[src/rtl/mult32_sequencer.sv]
// rtl/mult32_sequencer.sv - valid/ready sequencer around the mult32 shift-add core with signed support
module mult32_sequencer #(
    parameter int CORE_RST_CYCLES = 2,
    parameter int MULT_LATENCY    = 34
) (
    input  logic        clk,
    input  logic        reset,
    input  logic        in_valid,
    output logic        in_ready,
    input  logic [31:0] in_a,
    input  logic [31:0] in_b,
    input  logic        in_signed,
    output logic        out_valid,
    input  logic        out_ready,
    output logic [63:0] out_product,
    output logic        busy,
    output logic [31:0] core_a,
    output logic [31:0] core_b,
    output logic        core_reset,
    input  logic [63:0] core_result
);

    localparam int CNT_MAX = (CORE_RST_CYCLES > MULT_LATENCY) ? CORE_RST_CYCLES : MULT_LATENCY;
    localparam int CW      = $clog2(CNT_MAX + 1);

    typedef enum logic [1:0] {IDLE, START, RUN, DONE} state_t;

    state_t        state;
    logic [CW-1:0] counter;
    logic          neg;

    logic [31:0] mag_a;
    logic [31:0] mag_b;
    logic        neg_next;

    // The core is unsigned, so signed operands are fed as magnitudes and the sign reapplied at capture.
    always_comb begin
        mag_a    = (in_signed && in_a[31]) ? -in_a : in_a;
        mag_b    = (in_signed && in_b[31]) ? -in_b : in_b;
        neg_next = in_signed && (in_a[31] ^ in_b[31]);
    end

    always_ff @(posedge clk or negedge reset) begin
        if (!reset) begin
            state       <= IDLE;
            counter     <= '0;
            neg         <= 1'b0;
            in_ready    <= 1'b1;
            out_valid   <= 1'b0;
            out_product <= '0;
            busy        <= 1'b0;
            core_a      <= '0;
            core_b      <= '0;
            core_reset  <= 1'b1;
        end else begin
            case (state)
                IDLE: begin
                    if (in_valid && in_ready) begin
                        neg      <= neg_next;
                        core_a   <= mag_a;
                        core_b   <= mag_b;
                        counter  <= '0;
                        in_ready <= 1'b0;
                        busy     <= 1'b1;
                        state    <= START;
                    end
                end
                START: begin
                    if (counter == CW'(CORE_RST_CYCLES - 1)) begin
                        counter    <= '0;
                        core_reset <= 1'b0;
                        state      <= RUN;
                    end else begin
                        counter <= counter + 1'b1;
                    end
                end
                RUN: begin
                    // Counter reaches MULT_LATENCY once the core has had that many active cycles.
                    if (counter == CW'(MULT_LATENCY)) begin
                        out_product <= neg ? -core_result : core_result;
                        out_valid   <= 1'b1;
                        core_reset  <= 1'b1;
                        state       <= DONE;
                    end else begin
                        counter <= counter + 1'b1;
                    end
                end
                DONE: begin
                    if (out_ready) begin
                        out_valid <= 1'b0;
                        in_ready  <= 1'b1;
                        busy      <= 1'b0;
                        state     <= IDLE;
                    end
                end
                default: state <= IDLE;
            endcase
        end
    end

endmodule
[config.mk]
export PLATFORM = sky130hd
export DESIGN_NAME = mult32_sequencer
export DESIGN_NICKNAME = d
export VERILOG_FILES = /design/src/rtl/mult32_sequencer.sv
export SDC_FILE = /design/constraint.sdc
export NUM_CORES = 1
export LEC_CHECK = 0
export CAP_MARGIN = 20
export CORE_MARGIN = 2
export CORE_UTILIZATION = 35
export CTS_BUF_LIST = sky130_fd_sc_hd__clkbuf_8
export DETAILED_ROUTE_END_ITERATION = 6
export HOLD_SLACK_MARGIN = 0.12
export PLACE_DENSITY_LB_ADDON = 0.2
export SLEW_MARGIN = 5
export SYNTH_ARGS = -nofsm -noshare
export SYNTH_HDL_FRONTEND = slang
export SYNTH_SLANG_ARGS = --single-unit
[constraint.sdc]
create_clock -name clk -period 3 [get_ports clk]
set_clock_uncertainty 0.2 [all_clocks]
set_input_delay 0.6 -clock clk [delete_from_list [all_inputs] [get_ports clk]]
set_output_delay 0.6 -clock clk [all_outputs]
set_load 0.01 [all_outputs]
* Word-level counts from Yosys, hierarchy flattened
Cells that the tools add are included.
** Storage, ports and cells
- Register bits :: 141
** Cells by class
- $add $sub $neg :: 4
- Eq/ne operators :: 10
- Multiplexer cells :: 22
- Bitwise gates (word level) :: 1
- Reduce and logical (&&, ||, !) cells :: 16
** Operators with widths (count)
- $mux 32 :: 2
- $mux 64 :: 1
- $neg 32->32 :: 2
- $neg 64->64 :: 1
- $mux 6 :: 3
- $pmux 6 s3 :: 1
- $reduce_and 3->1 :: 4
- $ne 2x2->1 const B :: 5
- $mux 2 :: 4
- $pmux 1 s2 :: 4
- $pmux 2 s4 :: 1
- $add 6x1->6 const B :: 1
- $eq 6x1->1 const B :: 1
- $eq 6x6->1 const B :: 1
- $mux 1 :: 6
- $reduce_bool 2->1 :: 3
- $eq 2x2->1 const B :: 2
- $logic_and 1x1->1 :: 4
- $reduce_and 2->1 :: 2
- $reduce_and 4->1 :: 1
- $reduce_bool 3->1 :: 1
- $eq 2x1->1 const B :: 1
- $logic_not 2->1 :: 1
- $xor 1x1->1 :: 1

* Longest topological paths before layout
Gate-level depths: netlist of the first run.
- Depth in word-level cells :: 3
- Mapped depth :: 10

* Worst setup path after synthesis of the first run
OpenSTA, ideal clock, no wires.
- Path type :: in2reg
- From :: input port core_result[12]
- To :: register out_product[57]
- Library setup time :: 130 ps
- Arrival :: 2758 ps
- Required time :: 2670 ps
- Setup slack :: -88 ps
- Stages :: 8
- Path buffers :: 2
- Cells stage by stage :: or4_4 > or3_1 > buf_6 > or4_4 > buf_6 > o41ai_2 > xor2_1 > o21ai_1
** Between the ends
- Cells in the longest elaborated chain, start to end :: 2
** Ends and longest elaborated chain
- from (decl) :: line 20 : input logic [63:0] core_result
- $neg 64->64 :: line 80 : out_product <= neg ? -core_result : core_result;
- $mux 64 :: line 80
- to (signal assigned) :: line 80
- to (decl) :: line 15 : output logic [63:0] out_product,
No other way between the ends.
A chain may end at the register's enable or synchronous reset.

* Final worst setup path of the first run
- From :: input port core_result[18]
- To :: register out_product[57]
The elaborated chain is that of the path after synthesis.

==> results of run 1 <==
==> critical path, stage by stage <==
cell             delay [ns]
clkdlybuf4s50_1        0.47
or3_4                  0.43
or3_4                  0.36
or4_4                  0.64
o41ai_4                0.38
xor2_1                 0.16
o21ai_1                0.08
==> metal layers <==
layer  GRT usage (%)  up-vias
met1            25.2     3708
met2            35.3      224
met3            7.17       18
li1                -     3930
met4            5.07        0
met5               0        -
==> power by group <==
part / total [mW] / internal [mW] / switching [mW]
Sequential: 2.97 / 2.54 / 0.432
Clock: 1.63 / 0.820 / 0.810
Combinational: 3.40 / 1.87 / 1.53
Total: 8.00 / 5.23 / 2.77
==> cells in the mapped netlist (all sizes together), types with 16 or more instances <==
cell type / instances / share of area, %
a21oi: 25 / 1.6
xor2: 84 / 9.1
nand2: 168 / 7.8
o21ai: 157 / 9.8
nor3: 23 / 1.4
or3: 16 / 1.3
inv: 21 / 0.98
xnor2: 36 / 3.9
o31ai: 33 / 3.1
dfrtp: 139 / 43
clkbuf: 38 / 1.8
nor2: 42 / 2.0
o41ai: 18 / 2.7
==> metrics by stage <==
stage	util (%)	area (sq um)	worst slack (ns)	cells	total power, mW
final	55.0	12500	-0.00444	1578	8.00
after detailed placement	52.6	11900	-0.663	1544	6.42
after global placement	52.6	11900	-0.615	1544	6.36
after floorplan	-	8100	-0.0875	916	4.39
after CTS	54.7	12400	0.0205	1578	8.09
after global routing	55.0	12500	-0.0403	1578	8.59
==> layout make-up <==
| type | count | area [sq um] | share of cell area, % |
|---|---|---|---|
| Sequential cell | 141 | 3530 | 28.4 |
| Tap cell | 285 | 357 | 2.86 |
| Clock inverter | 14 | 169 | 1.36 |
| Clock buffer | 17 | 234 | 1.88 |
| Multi-Input combinational cell | 708 | 4410 | 35.4 |
| Timing Repair Buffer | 392 | 3680 | 29.5 |
| Inverter | 21 | 78.8 | 0.633 |
==> cell families (layout without fill, tap and decap cells) <==
family                   after synthesis  count (layout)  synth area share (%)
adder cells (fa/ha/maj)               11              11                  1.71
buffers and inverters                 67             444                  3.51
AND/OR/NAND/NOR                      318             318                  18.2
AO/OA/AOI/OAI                        253             253                  18.9
flip-flops                           141             141                  43.8
XOR/XNOR                             120             120                  13.1
multiplexers                           6               6                 0.792
==> flip-flops by register name, summed over array words and instances, names as in the netlist <==
register	count
core_reset	1
core_b	32
counter	6
out_valid	1
busy	1
neg	1
out_product	64
state	2
in_ready	1
core_a	32
==> final timing paths <==
check,from,to,depth (start not counted)
min,core_b[26],core_b[26],2
min reg2reg,core_b[26],core_b[26],2
max reg2reg,counter[3],out_product[35],6
max,core_result[18],out_product[57],7
min in group asynchronous,reset,out_product[5],2
max in group asynchronous,reset,out_product[52],3
==> what timing repair did <==
action	4_1_cts	5_1_grt
setup buffers	2	0
hold endpoints to repair	57	0
setup endpoints to repair	34	22
pin swaps	4	1
hold buffers	1	0
resized for setup	13	15
==> out/results.tsv, run 1 <==
metric	value	unit
RSZ-0062 raised after global routing	true	
leading cell type in the layout, fill and taps excluded	clkdlybuf4s50_1	
post-synthesis sequential area ratio	43.8	%
Reg2Reg Setup Slack	0.51	ns
Mapped Area	0.00805	sq mm
max_slew headroom	51.1	%
Die X	156	microns
met1 WL	10900	microns
area of the die	0.0242	sq mm
H-tree levels	4	
drt pass-1 iters	4	
Inserted Clock Buffers	17	
number of global-route vias before repair	7811	
synth warn	0	
number of synthesized flops with an enable pin	0	
clock-pin slew on the worst setup and hold paths	0.07	ns
# port buffers	264	
Clock Tree Buf Depth	2	
Critical Path RT	3.13	ns
synthesized instance count	916	
DR WL/cell	15.8	microns
status	complete, but fails checks	
Setup CP Type	input port to flip-flop	
met3 wire len	1950	microns
num rows	55	
DR WL met2	11900	microns
Root Driver	clkbuf_8	
setup_tns	-0.00444	ns
global-route wire length before repair	40200	microns
Final setup viols	1	
syn_nets	1060	
largest net degree at the start of global routing	79	
Routed WL	25000	microns
CTS tree	built	
RD Place Congestion	0.834	
Worst EP arrival	3.13	ns
post-route clock period utilization	100	%
CTS Sinks	141	
failing checks	setup timing	
I/O pin count	265	
ys async rst share	100	%
initial antenna violation count	0	
PD cells	642	mW/mm^2
CP Max Fanout	8	
maximum vdd drop	0.000363	V
Worst setup EP type	flip-flop	
Initial Util	35.6	%
predominant post-synthesis flop cell	dfrtp_1	
synth unique cells	49	
post-route setup slack	-0.00444	ns
Top Layer Used	met4	
count of state elements after synthesis	141	
fin crit period	3.00	ns
worst hold slack	0.279	ns
total grt overflow	0	
f_max	333	MHz
Slew @ Worst Pin	0.725	ns
maxcap violations	0	
Syn Area/Cell	8.79	sq um
GRT Total Usage	20.7	%
Core ar.	0.0226	sq mm
Hold Fails Final Rpt	0	
Detailed Route Iter0 Violations	289	
Inserted Diodes	0	
Final nets	1425	
Lkg Pwr	5.12	nW
Chip Height	156	microns
DRC viols	0	
vias per cell	4.99	
Filler cells	2136	
share of cells above drive strength 1	16.2	%
Worst Hold Class	flip-flop to flip-flop	
routed vias	7880	
commonest non-fill, non-tap cells in the layout	257 x clkdlybuf4s50_1, 168 x nand2_1, 149 x o21ai_0	
Slew Limit Fails	0	
post-DP HPWL	19000	microns
post-route ant nets	0	
type of origin of the critical path	input port	
Skew-Pair Late Insertion Delay	0.45	ns
Layout area overhead	54.7	%
No activity file was read; power rests on OpenSTA's default activity.
==> inputs of run 2 (changes only) <==
- clock period: 3 -> 2.6 ns (I/O delays scaled with it)
==> run 2 against run 1 <==
  * The run still ends with setup timing left
  * Setup slack lost 0.031 ns
  * Sequential cell count is the same
  * Register-to-register slack lost 0.17 ns
  * Largest power group unchanged
  * First-iteration DRC count grew 18%
  * Cell area grew 6.7%
  * Total power grew 18%
  * Wire length grew 2.7%
  * Die area is the same
  * Cell count grew 4.8%
  * Sequential share of layout area shrank 1.8 points
  * Non-clock buffer count grew 74
==> out/results.tsv, run 2 (synthesis results as in run 1) <==
metric	value	unit	change
Critical Path Max Stage Delay	0.54	ns	was 0.64 ns
Critical Path RT	2.71	ns	was 3.13 ns
Setup CP Type	input port to flip-flop		unchanged
# port buffers	264		unchanged
post-route ant nets	0		unchanged
Worst setup EP type	flip-flop		unchanged
post-DP HPWL	19300	microns	was 19000 microns
maxcap violations	0		unchanged
RD Place Congestion	0.830		was 0.834
CP Max Fanout	7		was 8
HP Start	core_result[23]		was core_b[26]
Reg2Reg Setup Slack	0.34	ns	was 0.51 ns
Worst EP arrival	2.74	ns	was 3.13 ns
vias per cell	4.94		was 4.99
Worst Hold Class	input port to flip-flop		was flip-flop to flip-flop
CP Capture Point	out_product[52]		was out_product[57]
max_slew headroom	60.8	%	was 51.1%
area of the die	0.0242	sq mm	unchanged
Worst Setup SP	core_result[13]		was core_result[18]
clock-pin slew on the worst setup and hold paths	0.08	ns	was 0.07 ns
Final nets	1499		was 1425
Filler cells	2027		was 2136
setup_tns	-0.0668	ns	was -0.00444 ns
Core ar.	0.0226	sq mm	unchanged
DR WL/cell	15.5	microns	was 15.8 microns
leading cell type in the layout, fill and taps excluded	clkdlybuf4s50_1		unchanged
Initial Util	35.6	%	unchanged
num rows	55		unchanged
post-route setup slack	-0.0358	ns	was -0.00444 ns
Chip Height	156	microns	unchanged
GRT Total Usage	21.5	%	was 20.7%
PD cells	710	mW/mm^2	was 642 mW/mm^2
maximum vdd drop	0.000425	V	was 0.000363 V
Largest register FFs	64		unchanged
commonest non-fill, non-tap cells in the layout	235 x clkdlybuf4s50_1, 190 x buf_4, 165 x nand2_1		was 257 x clkdlybuf4s50_1, 168 x nand2_1, 149 x o21ai_0
Die X	156	microns	unchanged
worst hold path depth	4		was 2
Slew @ Worst Pin	0.588	ns	was 0.725 ns
worst hold slack	0.272	ns	was 0.279 ns
Inserted Clock Buffers	17		unchanged
total grt overflow	0		unchanged
Final setup viols	4		was 1
most frequent CP cell	or3_4		unchanged
CTS tree	built		unchanged
f_max	379	MHz	
Lkg Pwr	5.62	nW	was 5.12 nW
drt pass-1 iters	4		unchanged
CP max-delay cell	or4_4		unchanged
routed vias	8172		was 7880
I/O pin count	265		unchanged
Skew-Pair Late Insertion Delay	0.45	ns	about the same
type of origin of the critical path	input port		unchanged
global-route wire length before repair	41800	microns	was 40200 microns
crit-path cells	buf_6 > or4_4 > or3_4 > or3_4 > buf_12 > o41ai_4 > xor2_1 > o21ai_1		was clkdlybuf4s50_1 > or3_4 > or3_4 > or4_4 > o41ai_4 > xor2_1 > o21ai_1
Clock Tree Buf Depth	2		unchanged
initial antenna violation count	0		unchanged
Largest regs	out_product (64), core_a (32), core_b (32)		unchanged
reg2reg end	out_product[50]		was out_product[35]
Crit Reg-Reg Startpoint	counter[2]		was counter[3]
H-tree levels	4		unchanged
Routed WL	25700	microns	was 25000 microns
Hold Fails Final Rpt	0		unchanged
share of cells above drive strength 1	22.9	%	was 16.2%
Detailed Route Iter0 Violations	340		was 289
failing checks	setup timing		unchanged
RSZ-0062 raised after global routing	true		unchanged
Layout area overhead	65.0	%	was 54.7%
fin crit period	2.64	ns	
number of global-route vias before repair	8272		was 7811
DRC viols	0		unchanged
Top reg by flops	out_product		unchanged
post-route clock period utilization	101	%	
largest net degree at the start of global routing	131		was 79
R2R depth	5		was 6
Slew Limit Fails	0		unchanged
Root Driver	clkbuf_8		unchanged
status	complete, but fails checks		unchanged
CTS Sinks	141		unchanged
[run 2: cell types whose count changed in the layout (fill, tap and decap cells not counted), moves of 6 or more]
| cell | delta |
|---|---|
| o31ai_4 | +8 |
| o41ai_4 | +7 |
| o21ai_0 | -8 |
| o41ai_2 | -6 |
| buf_6 | +8 |
| buf_4 | +70 |
| o21ai_1 | +7 |
| clkdlybuf4s50_1 | -22 |
| dlymetal6s2s_1 | +10 |
[run 2: how the worst min path moves through the flow]
| stage | endpoint | slack (ns) |
|---|---|---|
| after floorplan | busy | 0.02 |
| after global placement | state[0] | 0.23 |
| after detailed placement | state[0] | 0.23 |
| after CTS | out_product[23] | 0.24 |
| after global routing | out_product[23] | 0.27 |
| final | out_product[23] | 0.27 |
[run 2: area by class of cell]
class / count / area, sq um / area share, %
multi-input cells: 708 / 4680 / 35.2
repair buffers: 466 / 4220 / 31.8
flip-flops and latches: 141 / 3530 / 26.6
well taps: 285 / 357 / 2.68
clock buffers: 19 / 262 / 1.97
clock inverters: 12 / 148 / 1.11
inverters: 21 / 78.8 / 0.593
diodes: 1 / 2.50 / 0.0188
[run 2: power breakdown]
group          switching (mW)  internal [mW]  total, mW
Combinational            1.87           2.27       4.14
Sequential              0.461           2.93       3.39
Clock                   0.913          0.987       1.90
Total                    3.24           6.19       9.43
[run 2: what timing repair did]
action / CTS / global route
setup buffers: 4 / 9
hold buffers: 1 / 0
endpoints found under the setup margin: 45 / 38
resized for setup: 70 / 52
pin swaps: 16 / 29
endpoints found under the hold margin: 38 / 0
[run 2: critical path, delay by kind of cell]
kind / cells / cell delay (ns)
buf+inv: 2 / 0.25
simple gates: 3 / 1.35
compound gates: 2 / 0.42
xor+xnor: 1 / 0.20
[run 2: through the flow]
step                setup WS (ns)  cell area [sq um]  power [mW]  cells  utilization (%)
global route              -0.0858              13300        10.1   1652             58.7
global placement           -0.988              12400        7.45   1608             54.9
detailed placement          -1.03              12400        7.51   1608             54.9
finish                    -0.0358              13300        9.43   1653             58.7
CTS                       -0.0779              13000        9.50   1644             57.6
floorplan                  -0.408               8170        5.09    916                -
[run 2: metal layers]
| layer | track usage (%) | part of all wire (%) | vias to the layer above |
|---|---|---|---|
| li1 | - | - | 4085 |
| met1 | 25.8 | 42 | 3845 |
| met2 | 37.4 | 48 | 219 |
| met3 | 7.17 | 8.4 | 23 |
| met4 | 5.20 | 1.2 | 0 |
| met5 | 0 | 0 | - |
